### config.mk
export PLATFORM = sky130hd
export DESIGN_NAME = gmux_sel_ctrl
export DESIGN_NICKNAME = d
export VERILOG_FILES = /design/src/rtl/gmux_sel_ctrl.sv
export SDC_FILE = /design/constraint.sdc
export NUM_CORES = 1
export LEC_CHECK = 0
export BUFFER_PORTS_ARGS = -buffer_cell sky130_fd_sc_hd__buf_2
export CORE_MARGIN = 2
export CORE_UTILIZATION = 40
export DETAILED_ROUTE_END_ITERATION = 7
export SLEW_MARGIN = 20
export SYNTH_ARGS = -nofsm -noshare
export SYNTH_HDL_FRONTEND = slang
export SYNTH_SLANG_ARGS = --single-unit
### constraint.sdc
create_clock -name QCK -period 3.1 [get_ports QCK]
set_clock_uncertainty 0.1 [all_clocks]
set_input_delay 0.31 -clock QCK [delete_from_list [all_inputs] [get_ports QCK]]
set_output_delay 0.31 -clock QCK [all_outputs]
set_load 0.005 [all_outputs]
### src/rtl/gmux_sel_ctrl.sv
// gmux_sel_ctrl: glitch-free select sequencer for one GMUX instance.
// Gates the outgoing source, flips IS0, settles, then enables the new one.
module gmux_sel_ctrl #(
  parameter int unsigned GATE_CYCLES   = 4,
  parameter int unsigned SETTLE_CYCLES = 2
) (
  input  logic QCK,
  input  logic QRT,
  input  logic REQ,
  output logic IS0,
  output logic IP_EN,
  output logic IC_EN,
  output logic BUSY,
  output logic DONE
);

  typedef enum logic [1:0] {
    IDLE,
    GATE,
    SETTLE
  } state_t;

  localparam logic [7:0] GLOAD = 8'(GATE_CYCLES - 1);
  localparam logic [7:0] SLOAD = 8'(SETTLE_CYCLES - 1);

  state_t     state;
  logic [7:0] cnt;
  logic       req_m;
  logic       req_s;

  // REQ may be asynchronous to QCK
  always_ff @(posedge QCK or posedge QRT) begin
    if (QRT) begin
      req_m <= 1'b0;
      req_s <= 1'b0;
    end else begin
      req_m <= REQ;
      req_s <= req_m;
    end
  end

  always_ff @(posedge QCK or posedge QRT) begin
    if (QRT) begin
      state <= IDLE;
      cnt   <= 8'd0;
      IS0   <= 1'b0;
      IP_EN <= 1'b1;
      IC_EN <= 1'b0;
      BUSY  <= 1'b0;
      DONE  <= 1'b0;
    end else begin
      DONE <= 1'b0;
      unique case (state)
        IDLE: begin
          IP_EN <= ~IS0;
          IC_EN <= IS0;
          BUSY  <= 1'b0;
          if (req_s != IS0) begin
            state <= GATE;
            IP_EN <= 1'b0;
            IC_EN <= 1'b0;
            BUSY  <= 1'b1;
            cnt   <= GLOAD;
          end
        end
        GATE: begin
          IP_EN <= 1'b0;
          IC_EN <= 1'b0;
          if (cnt != 8'd0) begin
            cnt <= cnt - 8'd1;
          end else begin
            IS0   <= ~IS0;
            cnt   <= SLOAD;
            state <= SETTLE;
          end
        end
        SETTLE: begin
          IP_EN <= 1'b0;
          IC_EN <= 1'b0;
          if (cnt != 8'd0) begin
            cnt <= cnt - 8'd1;
          end else begin
            // IS0 already holds the new source here
            IP_EN <= ~IS0;
            IC_EN <= IS0;
            BUSY  <= 1'b0;
            DONE  <= 1'b1;
            state <= IDLE;
          end
        end
        default: begin
          state <= IDLE;
          cnt   <= 8'd0;
          IS0   <= 1'b0;
          IP_EN <= 1'b1;
          IC_EN <= 1'b0;
          BUSY  <= 1'b0;
        end
      endcase
    end
  end

endmodule

## After elaboration in Yosys (flattened, before gate mapping)

Index checks and enable logic that the tools add are counted.

- Bits of input ports: 3
- Output and inout bits: 5
- RAM bits: 0
- Word-level logic and storage cells: 48
- ROM bits: 0
- Bits in registers: 17
- Memories: 0
- Latch bits: 0

- Mux-type cells: 21
- Reduce and logical (&&, ||, !) cells: 7
- Shift-type cells: 0
- $lt $le $gt $ge: 0
- Add/sub/neg operators: 1
- Divide/modulo/power cells: 0
- Bitwise logic cells: 3
- Multipliers: 0
- Equal/unequal tests: 7

Operator list:

| operator | count |
|---|---|
| two-way mux 8 bit | 3 |
| one-hot mux 8 bit (3 select lines) | 1 |
| two-way mux 1 bit | 9 |
| inequality test 2 bit (second input constant) | 4 |
| nonzero test 8 bit | 1 |
| subtractor 8 x 1 -> 8 bit (second input constant) | 1 |
| two-way mux 2 bit | 3 |
| one-hot mux 1 bit (3 select lines) | 2 |
| one-hot mux 2 bit (3 select lines) | 1 |
| AND reduction 2 bit | 3 |
| one-hot mux 1 bit (2 select lines) | 2 |
| NOT 1 bit | 3 |
| AND reduction 3 bit | 1 |
| equality test 2 x 1 -> 1 bit (second input constant) | 1 |
| equality test 2 bit (second input constant) | 1 |
| zero test 2 bit | 1 |
| OR reduction 2 bit | 1 |
| inequality test 1 bit | 1 |

## Depth between registers and ports, before layout

- Depth in word-level cells: 4
- Mapped depth: 7
- Mapped depth without buffers: 6

## Least setup slack after synthesis

Ideal clock, no wire load.

- Path type: reg-to-reg
- Start: reg cnt[0]
- End: reg cnt[2]
- Slack: 1.052 ns
- Clock period less this slack: 2.048 ns
- Data arrival time: 1.827 ns
- Library setup time: 0.122 ns
- Buffers on the path: 1
- Required time: 2.878 ns
- Stages on the path, launching flop included: 8
- Cells stage by stage: dfrtp_1 > inv_1 > ha_1 > or4b_1 > buf_6 > o311a_1 > xnor2_1 > nor2_1

- Longest elaborated chain between the ends: 3
- Elaborated cells between the ends (all ways): 7
- Those cells by class: 1 x add/sub; 1 x eq/ne; 3 x mux; 2 x reduce/logical

RTL lines:

| what | RTL line | source |
|---|---|---|
| start, declared | 27 | `logic [7:0] cnt;` |
| start signal, assigned | 70 | `cnt <= cnt - 8'd1;` |
| start signal, assigned | 81 | `cnt <= cnt - 8'd1;` |
| subtractor 8 x 1 -> 8 bit / nonzero test 8 bit (equally long branches) | n/a |  |
| two-way mux 8 bit (tied with other cells) | 80 | `if (cnt != 8'd0) begin` |
| one-hot mux 8 bit (3 select lines) / AND reduction 2 bit (equally long branches) | n/a |  |

Parallel ways exist; a longest one is shown, timed or not. The select of a mux whose other input is x is not followed.
A chain may end at the register's enable or synchronous reset.

## Worst setup path in the final report

- Start: reg cnt[0]
- End: reg cnt[4]

Same word-level chain as after synthesis.

==> summary.md <==
| Metric | Value |
|---|---|
| Root cell of the clock tree | sky130_fd_sc_hd__clkbuf_4 |
| Top flip-flop cell by instance count after synthesis | sky130_fd_sc_hd__dfrtp_1 |
| Number of CTS-inserted buffers | 3 |
| Half-perimeter wire length of the detailed placement result | 1318 µm |
| Number of setup buffers added after CTS | 0 |
| Die ar. | around 0.0028 mm² |
| Layout fillers | approximately 220 |
| RSZ-0062 raised after global routing | false |
| Most common cell after layout, fill and taps aside | sky130_fd_sc_hd__dfrtp_1 |
| Area of combinational cells with multiple inputs | ~460 µm² |
| Max-Slew Margin vs Limit | 0.5705 |
| Finish-stage setup viols | 0 |
| Syn Inst Count | a little over 90 |
| Leakage component of the power | about 0.45 nW |
| Crit path arrival time | between 2 and 2.5 ns |
| Final weighted congestion in routability-driven placement | ~0.75 |
| Pin count of the biggest net entering global routing | 19 |
| Total gr overflow | 0 |
| FF/Latch Area | approximately 430 µm² |
| CP startpoint kind | flip-flop |
| Maximum number of buffers from clock root to sink | 2 |
| Post-layout utilization of the core | 0.4583 |
| Final-stage net count | about 110 |
| Total Neg Setup Slack | 0 ns |
| Routed wirelength normalized by instance count | between 10 and 15 µm |
| Worst EP required | ~3.2 ns |
| Number of input and output port buffers inserted | 7 |
| Clock latency on the worst-skew pair | slightly below 0.3 ns |
| Die span in y | 52.79 µm |
| Synth Register Bits | 17 |
| Number of gates resized after cts | 0 |
| Library cell with the largest summed area after synthesis | sky130_fd_sc_hd__dfrtp_1 |
| Failing checks | negative hold slack |
| Result of the run | finished, violations left |
| Number of flops mapped to enable cells by yosys | 0 |
| Final hold violation count | 16 |
| Chip Width | ~53 µm |
| Cells taking the most area after synthesis | sky130_fd_sc_hd__dfrtp_1 42%, sky130_fd_sc_hd__ha_1 3.9%, sky130_fd_sc_hd__a21oi_1 3.2% |
| DRT iter0 DRCs | 7 |
| H-tree lvl count | 1 |
| Core ar. | 0.002233 mm² |
| Sequential-to-total area share from yosys stat | 0.4481 |
| Synth Warn # | 0 |
| Period Utilization, post-route | 0.7570 |
| DRT antenna net count | 0 |
| Slew at the pin with the worst max-slew slack | 0.6435 ns |
| Cells along the critical path | inv_1, ha_1, or4b_1, o311ai_4, or4_2, a21oi_1 |
| Global-route wire length before repair | between 3000 and 4000 µm |
| Clock tree from TritonCTS | yes |
| Total wirelength of the detailed-routed design | 1849 µm |
| Placement Rows | 17 |
| Initial DRT Pass Iterations | 4 |
| Initial antenna violation count | 0 |
| Initial standard-cell utilization of the core | 0.4263 |
| Via count of the first global-routing pass | between 600 and 700 |
| Area grow syn2layout | 7.490% |
| Number of unique standard cell types used by synthesis | ~40 |
| Element type at the critical path end | flip-flop |
| Max FO, Critical Path | 7 |
| Max-slew violation count | 0 |
| DRC violation count after routing | 0 |
| Power per standard cell area | just under 1000 mW/mm² |
| Final period demand of the worst path | 2.347 ns |
| Post-Syn Nets | 97 |
| Via count | between 700 and 800 |
| Number of ports placed on the die boundary | 8 |
| Peak VDD IR | between 0.4 and 0.5 mV |
| Number of clock sinks | 17 |
| Critical path class | flip-flop to flip-flop |
| Share of flip-flops with an asynchronous set or reset after synthesis | 1.000 |
| Most frequent cells in the layout | 16 x sky130_fd_sc_hd__dfrtp_1, 7 x sky130_fd_sc_hd__inv_1, 7 x sky130_fd_sc_hd__buf_2 |
| Vias per inst | 5.746 |
| Slowest cell on the critical path | sky130_fd_sc_hd__or4b_1 |
| Maximum frequency from static timing analysis | around 0.43 GHz |
| Share of layout cells above drive strength 1 | 0.1531 |
| Antenna diode count | 0 |
| Hold_ws | -0.01156 ns |
| Maximum capacitance violations | 0 |
| Type of the tightest min-delay check | input pin to async pin |
| Cell area after technology mapping | ~950 µm² |
| Stage delay of the slowest cell on the critical path | slightly below 0.7 ns |
| Global router's overall resource usage | 0.1592 |
| Area fraction of the dominant cell type after synthesis | 0.4205 |
| Clock edge transition at the registers on the reported setup and hold paths | 0.09 ns |
| Synthesized area per cell | ~10 µm² |
-- cells in the mapped netlist, types with 2 or more instances --
library cell               number
sky130_fd_sc_hd__inv_1          7
sky130_fd_sc_hd__nor3_1         4
sky130_fd_sc_hd__ha_1           3
sky130_fd_sc_hd__buf_6          2
sky130_fd_sc_hd__o31ai_1        3
sky130_fd_sc_hd__o21a_1         2
sky130_fd_sc_hd__o32ai_1        2
sky130_fd_sc_hd__xnor2_1        2
sky130_fd_sc_hd__dfrtp_1       16
sky130_fd_sc_hd__nand2_1        3
sky130_fd_sc_hd__or3_1          3
sky130_fd_sc_hd__or4_1          2
sky130_fd_sc_hd__nor4b_1        2
sky130_fd_sc_hd__clkbuf_1       2
sky130_fd_sc_hd__a21oi_1        6
sky130_fd_sc_hd__nor2_1         6
sky130_fd_sc_hd__o21ai_0        2
-- layout make-up --
cell class,count,share of cell area
clock buffers,4,0.02567
inverters,7,0.02567
multi-input cells,62,0.4535
flip-flops and latches,17,0.4169
well taps,28,0.03423
repair buffers,8,0.04401
-- state kept, by name (all words and copies together) (netlist names) --
name	flops
BUSY	1
DONE	1
IC_EN	1
IP_EN	1
IS0	1
cnt	8
req_m	1
req_s	1
state	2
-- per-stage QoR --
step / cells / setup slack, ns / total power, W / hold WS [ns] / cell area, µm²
after global routing: 126 / 0.6189 / 0.001078 / 0.03116 / 1023
final: 126 / 0.7534 / 0.0009854 / -0.01156 / 1023
after CTS: 125 / 0.7637 / 0.0009933 / 0.003520 / 1013
after floorplan: 91 / 1.052 / 0.0007885 / 0.1353 / 952.2
after detailed placement: 121 / 0.7918 / 0.0008696 / 0.2389 / 987.2
after global placement: 121 / 0.8602 / 0.0008484 / 0.2320 / 987.2
-- final timing paths --
kind / cells past startpoint / end / from / slack, ns
setup / recovery: 6 / cnt[4] / cnt[0] / 0.75
hold / removal: 2 / IS0 / QRT / -0.01
setup reg to reg: 6 / cnt[4] / cnt[0] / 0.75
hold reg to reg: 0 / req_s / req_m / 0.26
max in group asynchronous: 2 / cnt[1] / QRT / 2.50
min in group QCK: 0 / req_s / req_m / 0.26
-- metal layers --
metal,part of all wire,track usage,vias to the layer above
met2,0.48,0.2458,11
li1,-,-,359
met5,0,0,-
met3,0.035,0.06000,2
met1,0.48,0.2039,352
met4,0.0065,0.05128,0
-- critical path, delay by kind of cell (launching register included) --
family	cells	cell delay [ns]
adders and majority gates	1	0.27
and+or+nand+nor	2	0.87
buffers and inverters	1	0.10
DFF	1	0.41
AOI/OAI and AO/OA	2	0.48
-- what timing repair did --
action,in CTS,in global routing
setup endpoints to repair,0,0
hold buffers,0,1
endpoints found under the hold margin,0,1
-- where the power goes --
part           internal (W)  switching [W]
clock             0.0000501      0.0000678
combinational      0.000205       0.000253
sequential         0.000300       0.000109
total              0.000555       0.000430
-- cells by family (layout without fill, tap and decap cells) --
kind of cell	count (synthesis)	count (layout)	synth area share
AND/OR/NAND/NOR	29	29	0.1932
AO/OA/AOI/OAI	26	26	0.2168
flip-flops	17	17	0.4481
buffers and inverters	12	19	0.06439
adder cells (fa/ha/maj)	3	3	0.03943
XOR/XNOR	3	3	0.02760
multiplexers	1	1	0.01051
(Power assumes the default switching activity.)
